**src/rtl/alu_core.sv**
```systemverilog
// Registered ALU: eight operations selected by ALU_Sel, result and flags
// captured one cycle after an accepted in_valid, held while idle.
module alu_core #(
  parameter int WIDTH = 4
) (
  input  logic             clk,
  input  logic             rst_n,
  input  logic             in_valid,
  input  logic [WIDTH-1:0] A,
  input  logic [WIDTH-1:0] B,
  input  logic [2:0]       ALU_Sel,
  output logic [WIDTH-1:0] ALU_Out,
  output logic             out_valid,
  output logic             carry,
  output logic             zero,
  output logic             negative,
  output logic             overflow
);

  // Handshake: no backpressure. Every edge with in_valid=1 accepts one
  // operation; out_valid is high for exactly the cycle after an accepted op.

  localparam logic [2:0] OP_ADD = 3'b000;
  localparam logic [2:0] OP_SUB = 3'b001;
  localparam logic [2:0] OP_AND = 3'b010;
  localparam logic [2:0] OP_OR  = 3'b011;
  localparam logic [2:0] OP_NOT = 3'b100;
  localparam logic [2:0] OP_XOR = 3'b101;
  localparam logic [2:0] OP_SHL = 3'b110;
  localparam logic [2:0] OP_SHR = 3'b111;

  logic [WIDTH:0]   sum_w;
  logic [WIDTH-1:0] diff_w;
  logic [WIDTH-1:0] res_d, res_q;
  logic             carry_d, carry_q;
  logic             ovf_d, ovf_q;
  logic             zero_q, neg_q, valid_q;

  assign sum_w  = {1'b0, A} + {1'b0, B};
  assign diff_w = A - B;

  always_comb begin
    res_d   = '0;
    carry_d = 1'b0;
    ovf_d   = 1'b0;
    case (ALU_Sel)
      OP_ADD: begin
        res_d   = sum_w[WIDTH-1:0];
        carry_d = sum_w[WIDTH];
        ovf_d   = (A[WIDTH-1] == B[WIDTH-1]) && (sum_w[WIDTH-1] != A[WIDTH-1]);
      end
      OP_SUB: begin
        // carry doubles as the no-borrow indicator
        res_d   = diff_w;
        carry_d = (A >= B);
        ovf_d   = (A[WIDTH-1] != B[WIDTH-1]) && (diff_w[WIDTH-1] != A[WIDTH-1]);
      end
      OP_AND: res_d = A & B;
      OP_OR:  res_d = A | B;
      OP_NOT: res_d = ~A;
      OP_XOR: res_d = A ^ B;
      OP_SHL: begin
        res_d   = {A[WIDTH-2:0], 1'b0};
        carry_d = A[WIDTH-1];
      end
      OP_SHR: begin
        res_d   = {1'b0, A[WIDTH-1:1]};
        carry_d = A[0];
      end
      default: res_d = '0;
    endcase
  end

  // zero/negative are registered alongside the result so reset clears them too
  always_ff @(posedge clk or negedge rst_n) begin
    if (!rst_n) begin
      res_q   <= '0;
      carry_q <= 1'b0;
      ovf_q   <= 1'b0;
      zero_q  <= 1'b0;
      neg_q   <= 1'b0;
      valid_q <= 1'b0;
    end else begin
      valid_q <= in_valid;
      if (in_valid) begin
        res_q   <= res_d;
        carry_q <= carry_d;
        ovf_q   <= ovf_d;
        zero_q  <= (res_d == '0);
        neg_q   <= res_d[WIDTH-1];
      end
    end
  end

  assign ALU_Out   = res_q;
  assign out_valid = valid_q;
  assign carry     = carry_q;
  assign zero      = zero_q;
  assign negative  = neg_q;
  assign overflow  = ovf_q;

endmodule

```
**config.mk**
```make
export PLATFORM = sky130hd
export DESIGN_NAME = alu_core
export DESIGN_NICKNAME = d
export VERILOG_FILES = /design/src/rtl/alu_core.sv
export SDC_FILE = /design/constraint.sdc
export NUM_CORES = 1
export LEC_CHECK = 0
export CORE_MARGIN = 2
export CORE_UTILIZATION = 40
export DETAILED_ROUTE_END_ITERATION = 8
export DONT_BUFFER_PORTS = 1
export PLACE_DENSITY = 0.53
export SLEW_MARGIN = 10
export SYNTH_ARGS = -nofsm -noshare
export SYNTH_HDL_FRONTEND = slang
export SYNTH_SLANG_ARGS = --single-unit
export TNS_END_PERCENT = 30
```
**constraint.sdc**
```tcl
create_clock -name clk -period 1.6 [get_ports clk]
set_clock_uncertainty 0.05 [all_clocks]
set_input_delay 0.32 -clock clk [delete_from_list [all_inputs] [get_ports clk]]
set_output_delay 0.32 -clock clk [all_outputs]
set_load 0.005 [all_outputs]
```
Yosys cells after proc, flatten, opt, wreduce, memory -nomap -nowiden
Cells that the tools add are included.
{"block": "classes", "add_sub_neg": 2, "magnitude_cmp": 1, "eq_ne": 11, "muxes": 3, "bitwise": 4, "reduce_logical": 4}
{"cell": "4-bit one-hot mux with 8 select lines", "n": 1}
{"cell": "3-bit == test, second input constant", "n": 4}
{"cell": "3-bit by 2-bit == test with 1-bit output, second input constant", "n": 2}
{"cell": "4-bit by 4-bit adder with 5-bit output", "n": 1}
{"cell": "4-bit bitwise AND", "n": 1}
{"cell": "4-bit >= comparator", "n": 1}
{"cell": "4-bit zero test", "n": 1}
{"cell": "4-bit inverter", "n": 1}
{"cell": "4-bit OR", "n": 1}
{"cell": "1-bit one-hot mux with 4 select lines", "n": 1}
{"cell": "4-bit subtractor", "n": 1}
{"cell": "4-bit bitwise XOR", "n": 1}
{"cell": "3-bit by 1-bit == test with 1-bit output, second input constant", "n": 1}
{"cell": "3-bit zero test", "n": 1}
{"cell": "1-bit inequality test", "n": 3}
{"cell": "1-bit logical AND", "n": 2}
{"cell": "1-bit one-hot mux with 2 select lines", "n": 1}
{"cell": "1-bit == test", "n": 1}
{"block": "word_totals", "regBits": 9, "input_bits": 14, "out_inout_bits": 9}

Logic depth before layout (Yosys ltp)
{"block": "logic_depth", "ltp_word": 4, "ltp_mapped": 9}

Worst setup path before layout
No wires, ideal clock.
{"block": "synth_timing", "path_kind": "input to register", "startpoint": "in A[0]", "endpoint": "reg zero_q, in the netlist zero", "arrival_ns": 1.776, "path_slack_ns": -0.322, "stages": 9, "n_path_buf": 0, "cell_sequence": "inv_1 -> ha_1 -> inv_1 -> fa_1 -> nand2b_1 -> a21oi_1 -> o32ai_4 -> nand4_1 -> o32ai_2"}
{"block": "synth_via", "elab_chain_len": 3}
{"element": "start, declared", "line": "9", "source": "input logic [WIDTH-1:0] A,"}
{"element": "4-bit subtractor (tied with other cells)", "line": "40", "source": "assign diff_w = A - B;"}
{"element": "4-bit one-hot mux with 8 select lines (*)", "line": "46", "source": "case (ALU_Sel)"}
{"element": "4-bit zero test (*)", "line": "89", "source": "zero_q <= (res_d == '0);"}
{"element": "end signal, assigned", "line": "89"}
{"element": "end, declared", "line": "37", "source": "logic zero_q, neg_q, valid_q;"}
Mark *: on every way between the ends. The rest lies on a longest branch, timed or not.
A chain may end at the register's enable or synchronous reset.

Worst setup path after layout
{"block": "layout_timing", "startpoint": "in B[1]", "endpoint": "reg res_q[3], in the netlist ALU_Out[3]"}
{"block": "layout_via", "elab_chain_len": 2}
{"element": "start, declared", "line": "10", "source": "input logic [WIDTH-1:0] B,"}
{"element": "4-bit subtractor or 4-bit by 4-bit adder with 5-bit output (tied branches)", "line": "40, 39"}
{"element": "4-bit one-hot mux with 8 select lines (*)", "line": "46"}
{"element": "end signal, assigned", "line": "86", "source": "res_q <= res_d;"}
{"element": "end, declared", "line": "34", "source": "logic [WIDTH-1:0] res_d, res_q;"}
Marked as above.

==> impl_metrics.sql <==
INSERT INTO impl_metrics (metric_group, metric, value, unit) VALUES
('routing', 'drt-total-wl', '2.530', 'mm'),
('placed_design', 'gp_routability_congestion', '0.8524', ''),
('setup_path', 'timing_worst_setup_path_type', 'input port to flop', ''),
('cells_and_area', 'layoutNonFillerInstCount', '155', ''),
('cts', 'clock-root-buffer', 'clkbuf_4', ''),
('global_route', 'wire_length_of_the_first_global_routing_pass', '3.726', 'mm'),
('floorplan', 'floorplan.core_area', '0.002455', 'mm²'),
('synthesis', 'synth-edff-count', '0', ''),
('synthesis', 'synth-main-ff-cell', 'dfrtp_1', ''),
('cells_and_area', 'filler_cell_count', '237', ''),
('cts', 'total_number_of_h_tree_levels', '1', ''),
('routing', 'detailedRoute.firstIterationViolations', '12', ''),
('floorplan', 'fp.dieArea', '0.002972', 'mm²'),
('global_route', 'pin_count_of_the_biggest_net_entering_global_routing', '22', ''),
('setup_path', 'timing.critical_path.fanout_max', '3', ''),
('routing', 'number_of_nets_with_antenna_violations_after_routing', '0', ''),
('floorplan', 'vert_die_dim', '54.52', 'µm'),
('sta', 'transition_time_at_the_pin_with_the_least_slew_margin', '366.8', 'ps'),
('synthesis', 'synthArstFlopShare', '100.0', '%'),
('sta', 'finalCriticalPeriod', '1630', 'ps'),
('run_status', 'outcome', 'complete, but fails checks', ''),
('setup_path', 'setup.worst_path.start_class', 'input port', ''),
('min_path', 'timing.hold.worst.start', 'in_valid', ''),
('sta', 'timing.fmax', '613.5', 'MHz'),
('placed_design', 'dpl_worst_slack', '-312.4', 'ps'),
('synthesis', 'syn_nets', '145', ''),
('cells_and_area', 'finalNetCount', '155', ''),
('global_route', 'globalRoute.totalOverflow', '0', ''),
('floorplan', 'start_util', '41.59', '%'),
('setup_path', 'r2r_start', 'ALU_Out[3]', ''),
('setup_path', 'critPathCaptureType', 'flop', ''),
('sta', 'hold_ws', '46.46', 'ps'),
('sta', 'min_period_over_period', '101.9', '%'),
('cts', 'cts_max_path_buffers', '2', ''),
('cts', 'numClockSinks', '8', ''),
('global_route', 'grt_usage', '17.73', '%'),
('cells_and_area', 'syn_to_final_growth', '20.96', '%'),
('power', 'cellLeakagePower', '0.0005398', 'µW'),
('routing', 'routed_vias', '858', ''),
('cells_and_area', 'antennaDiodeCount', '0', ''),
('sta', 'hold_violations', '0', ''),
('cts', 'cts-buffers-inserted', '3', ''),
('routing', 'detail_route.wl_per_cell', '16.32', 'µm'),
('job', 'timing.max_cap.violations', '0', ''),
('cells_and_area', 'post_route_cells_drive_above_1_share', '32.00', '%'),
('placed_design', 'post-place-cells', '151', ''),
('global_route', 'initial_antenna_violation_count', '0', ''),
('run_status', 'violations', 'setup timing', ''),
('cells_and_area', 'commonest_cells_after_routing_fill_and_taps_aside', 'buf_4 (12), inv_1 (9), ha_1 (9)', ''),
('power', 'max-vdd-ir-drop', '0.4464', 'mV'),
('cts', 'clock_transition_time_at_the_flip_flop_clock_pins_of_the_worst_setup_and_hold_paths', '60', 'ps'),
('synthesis', 'syn-cell-area', '0.001021', 'mm²'),
('synthesis', 'synthDistinctLibCells', '46', ''),
('routing', 'drt_first_pass_iters', '4', ''),
('placed_design', 'detailedPlacementHpwl', '1.905', 'mm'),
('cells_and_area', 'multi_input_comb_area', '810.8', 'µm²'),
('synthesis', 'yosys_warnings', '0', ''),
('routing', 'post_route_drc', '0', ''),
('min_path', 'min_path_type', 'input port to flop', ''),
('cells_and_area', 'most_frequent_standard_cell_in_the_layout_excluding_fill_and_tap_cells', 'buf_4', ''),
('power', 'power.density', '560.3', 'mW/mm²'),
('sta', 'maxSlewHeadroom', '75.47', '%'),
('sta', 'final_max_slew_viol_count', '0', ''),
('setup_path', 'crit_required', '1690', 'ps'),
('synthesis', 'avgSynthCellArea', '8.726', 'µm²'),
('floorplan', 'die_width', '54.52', 'µm'),
('setup_path', 'worst_setup_path_startpoint', 'B[1]', ''),
('global_route', 'first_global_vias', '831', ''),
('placed_design', 'port-buffer-count', '0', ''),
('synthesis', 'yosys_register_bits', '8', ''),
('sta', 'unrepaired_setup_endpoints_after_global_routing', 'true', ''),
('floorplan', 'ports_placed_on_the_boundary', '23', ''),
('cts', 'clk-insertion-delay-late', '250', 'ps'),
('cells_and_area', 'area.sequential', '200.2', 'µm²'),
('sta', 'timing.final.setup_violations', '2', ''),
('floorplan', 'std_cell_rows', '18', ''),
('synthesis', 'synth_sequential_area_ratio', '19.61', '%'),
('sta', 'postLayoutSetupSlackWorst', '-29.88', 'ps'),
('setup_path', 'worst_ep_arrival_time', '1720', 'ps'),
('synthesis', 'post_synthesis_cell_count', '117', ''),
('cts', 'cts_tree', 'built', ''),
('routing', 'via_per_inst', '5.535', '');
-- worst max-delay path, cell delays in order --
cell        delay, ps
clkinvlp_4        110
ha_4              260
o21bai_4          130
a21oi_2            80
and4b_1           180
o32a_1            380
mux2_2            270
-- cells in the mapped netlist (2+ instances only) --
library cell | instances | share of area (%)
a21o_1 | 3 | 2.2
a21oi_1 | 9 | 4.4
a31oi_1 | 3 | 1.8
buf_2 | 3 | 1.5
dfrtp_1 | 8 | 20
fa_1 | 2 | 3.9
ha_1 | 12 | 15
inv_1 | 12 | 4.4
inv_2 | 2 | 0.74
mux2_2 | 2 | 2.2
mux2i_1 | 5 | 4.9
nand2_1 | 6 | 2.2
nand2b_1 | 3 | 1.8
nand3_1 | 3 | 1.5
nor2_1 | 7 | 2.6
nor3b_1 | 2 | 1.5
o21bai_1 | 4 | 2.9
o22ai_1 | 3 | 1.8
-- cell families (layout without fill, tap and decap cells) --
logic type	after synthesis	count (layout)	synth area share (%)
adder cells (fa/ha/maj)	14	14	18.63
flip-flops	8	8	19.61
AO/OA/AOI/OAI	33	33	25.25
AND/OR/NAND/NOR	30	30	16.30
multiplexers	8	8	8.578
XOR/XNOR	2	2	1.716
buffers and inverters	22	30	9.926
-- sequential cells by signal, indices dropped and copies added, names as in the netlist --
name / flops
overflow: 1
carry: 1
out_valid: 1
ALU_Out: 4
zero: 1
-- stage by stage --
step / utilization [%] / total power, µW / area (µm²) / setup TNS (ps)
global route: 50.31 / 747.6 / 1235 / -197.1
CTS: 49.03 / 686.7 / 1204 / -20.24
floorplan: - / 477.6 / 1096 / -640.1
finish: 50.31 / 691.9 / 1235 / -43.73
detailed placement: 47.55 / 520.4 / 1167 / -1521
global placement: 47.55 / 516.8 / 1167 / -1402
-- power by group --
group	switching (µW)	leakage, µW	internal, µW
Combinational	130	0.000428	160
Clock	68.2	0.0000138	85.8
Sequential	20.5	0.0000982	228
-- metal layers --
metal / share of wire, % / vias to the layer above / wire (µm) / global-route usage (%)
met2: 48 / 24 / 1212 / 28.71
met3: 5.5 / 0 / 139 / 5.191
met5: 0 / - / 0 / 0
met1: 47 / 401 / 1178 / 23.75
met4: 0 / 0 / 0 / 2.500
li1: - / 433 / - / -
-- area by class of cell --
class | count | area share, %
inverters | 14 | 5.167
well taps | 30 | 3.040
clock buffers | 3 | 1.824
flip-flops and latches | 8 | 16.21
repair buffers | 13 | 8.105
multi-input cells | 87 | 65.65
-- final timing paths --
path,endpoint,slack [ps],depth (start not counted)
worst min-delay path,out_valid,50,0
worst min register to register,ALU_Out[2],480,1
worst max-delay path,ALU_Out[3],-30,7
max in group asynchronous,ALU_Out[1],870,1
worst max register to register,ALU_Out[3],760,1
min in group asynchronous,ALU_Out[3],360,1
-- timing repair --
item                       in CTS  in global routing
setup endpoints to repair       4                  5
cloned                          0                  0
resized for setup               1                  6
buffers inserted                0                  0
pin swaps                       2                  3
hold buffers                    1                  0
hold endpoints to repair        8                  0
Power figures use the tool's default switching activity.
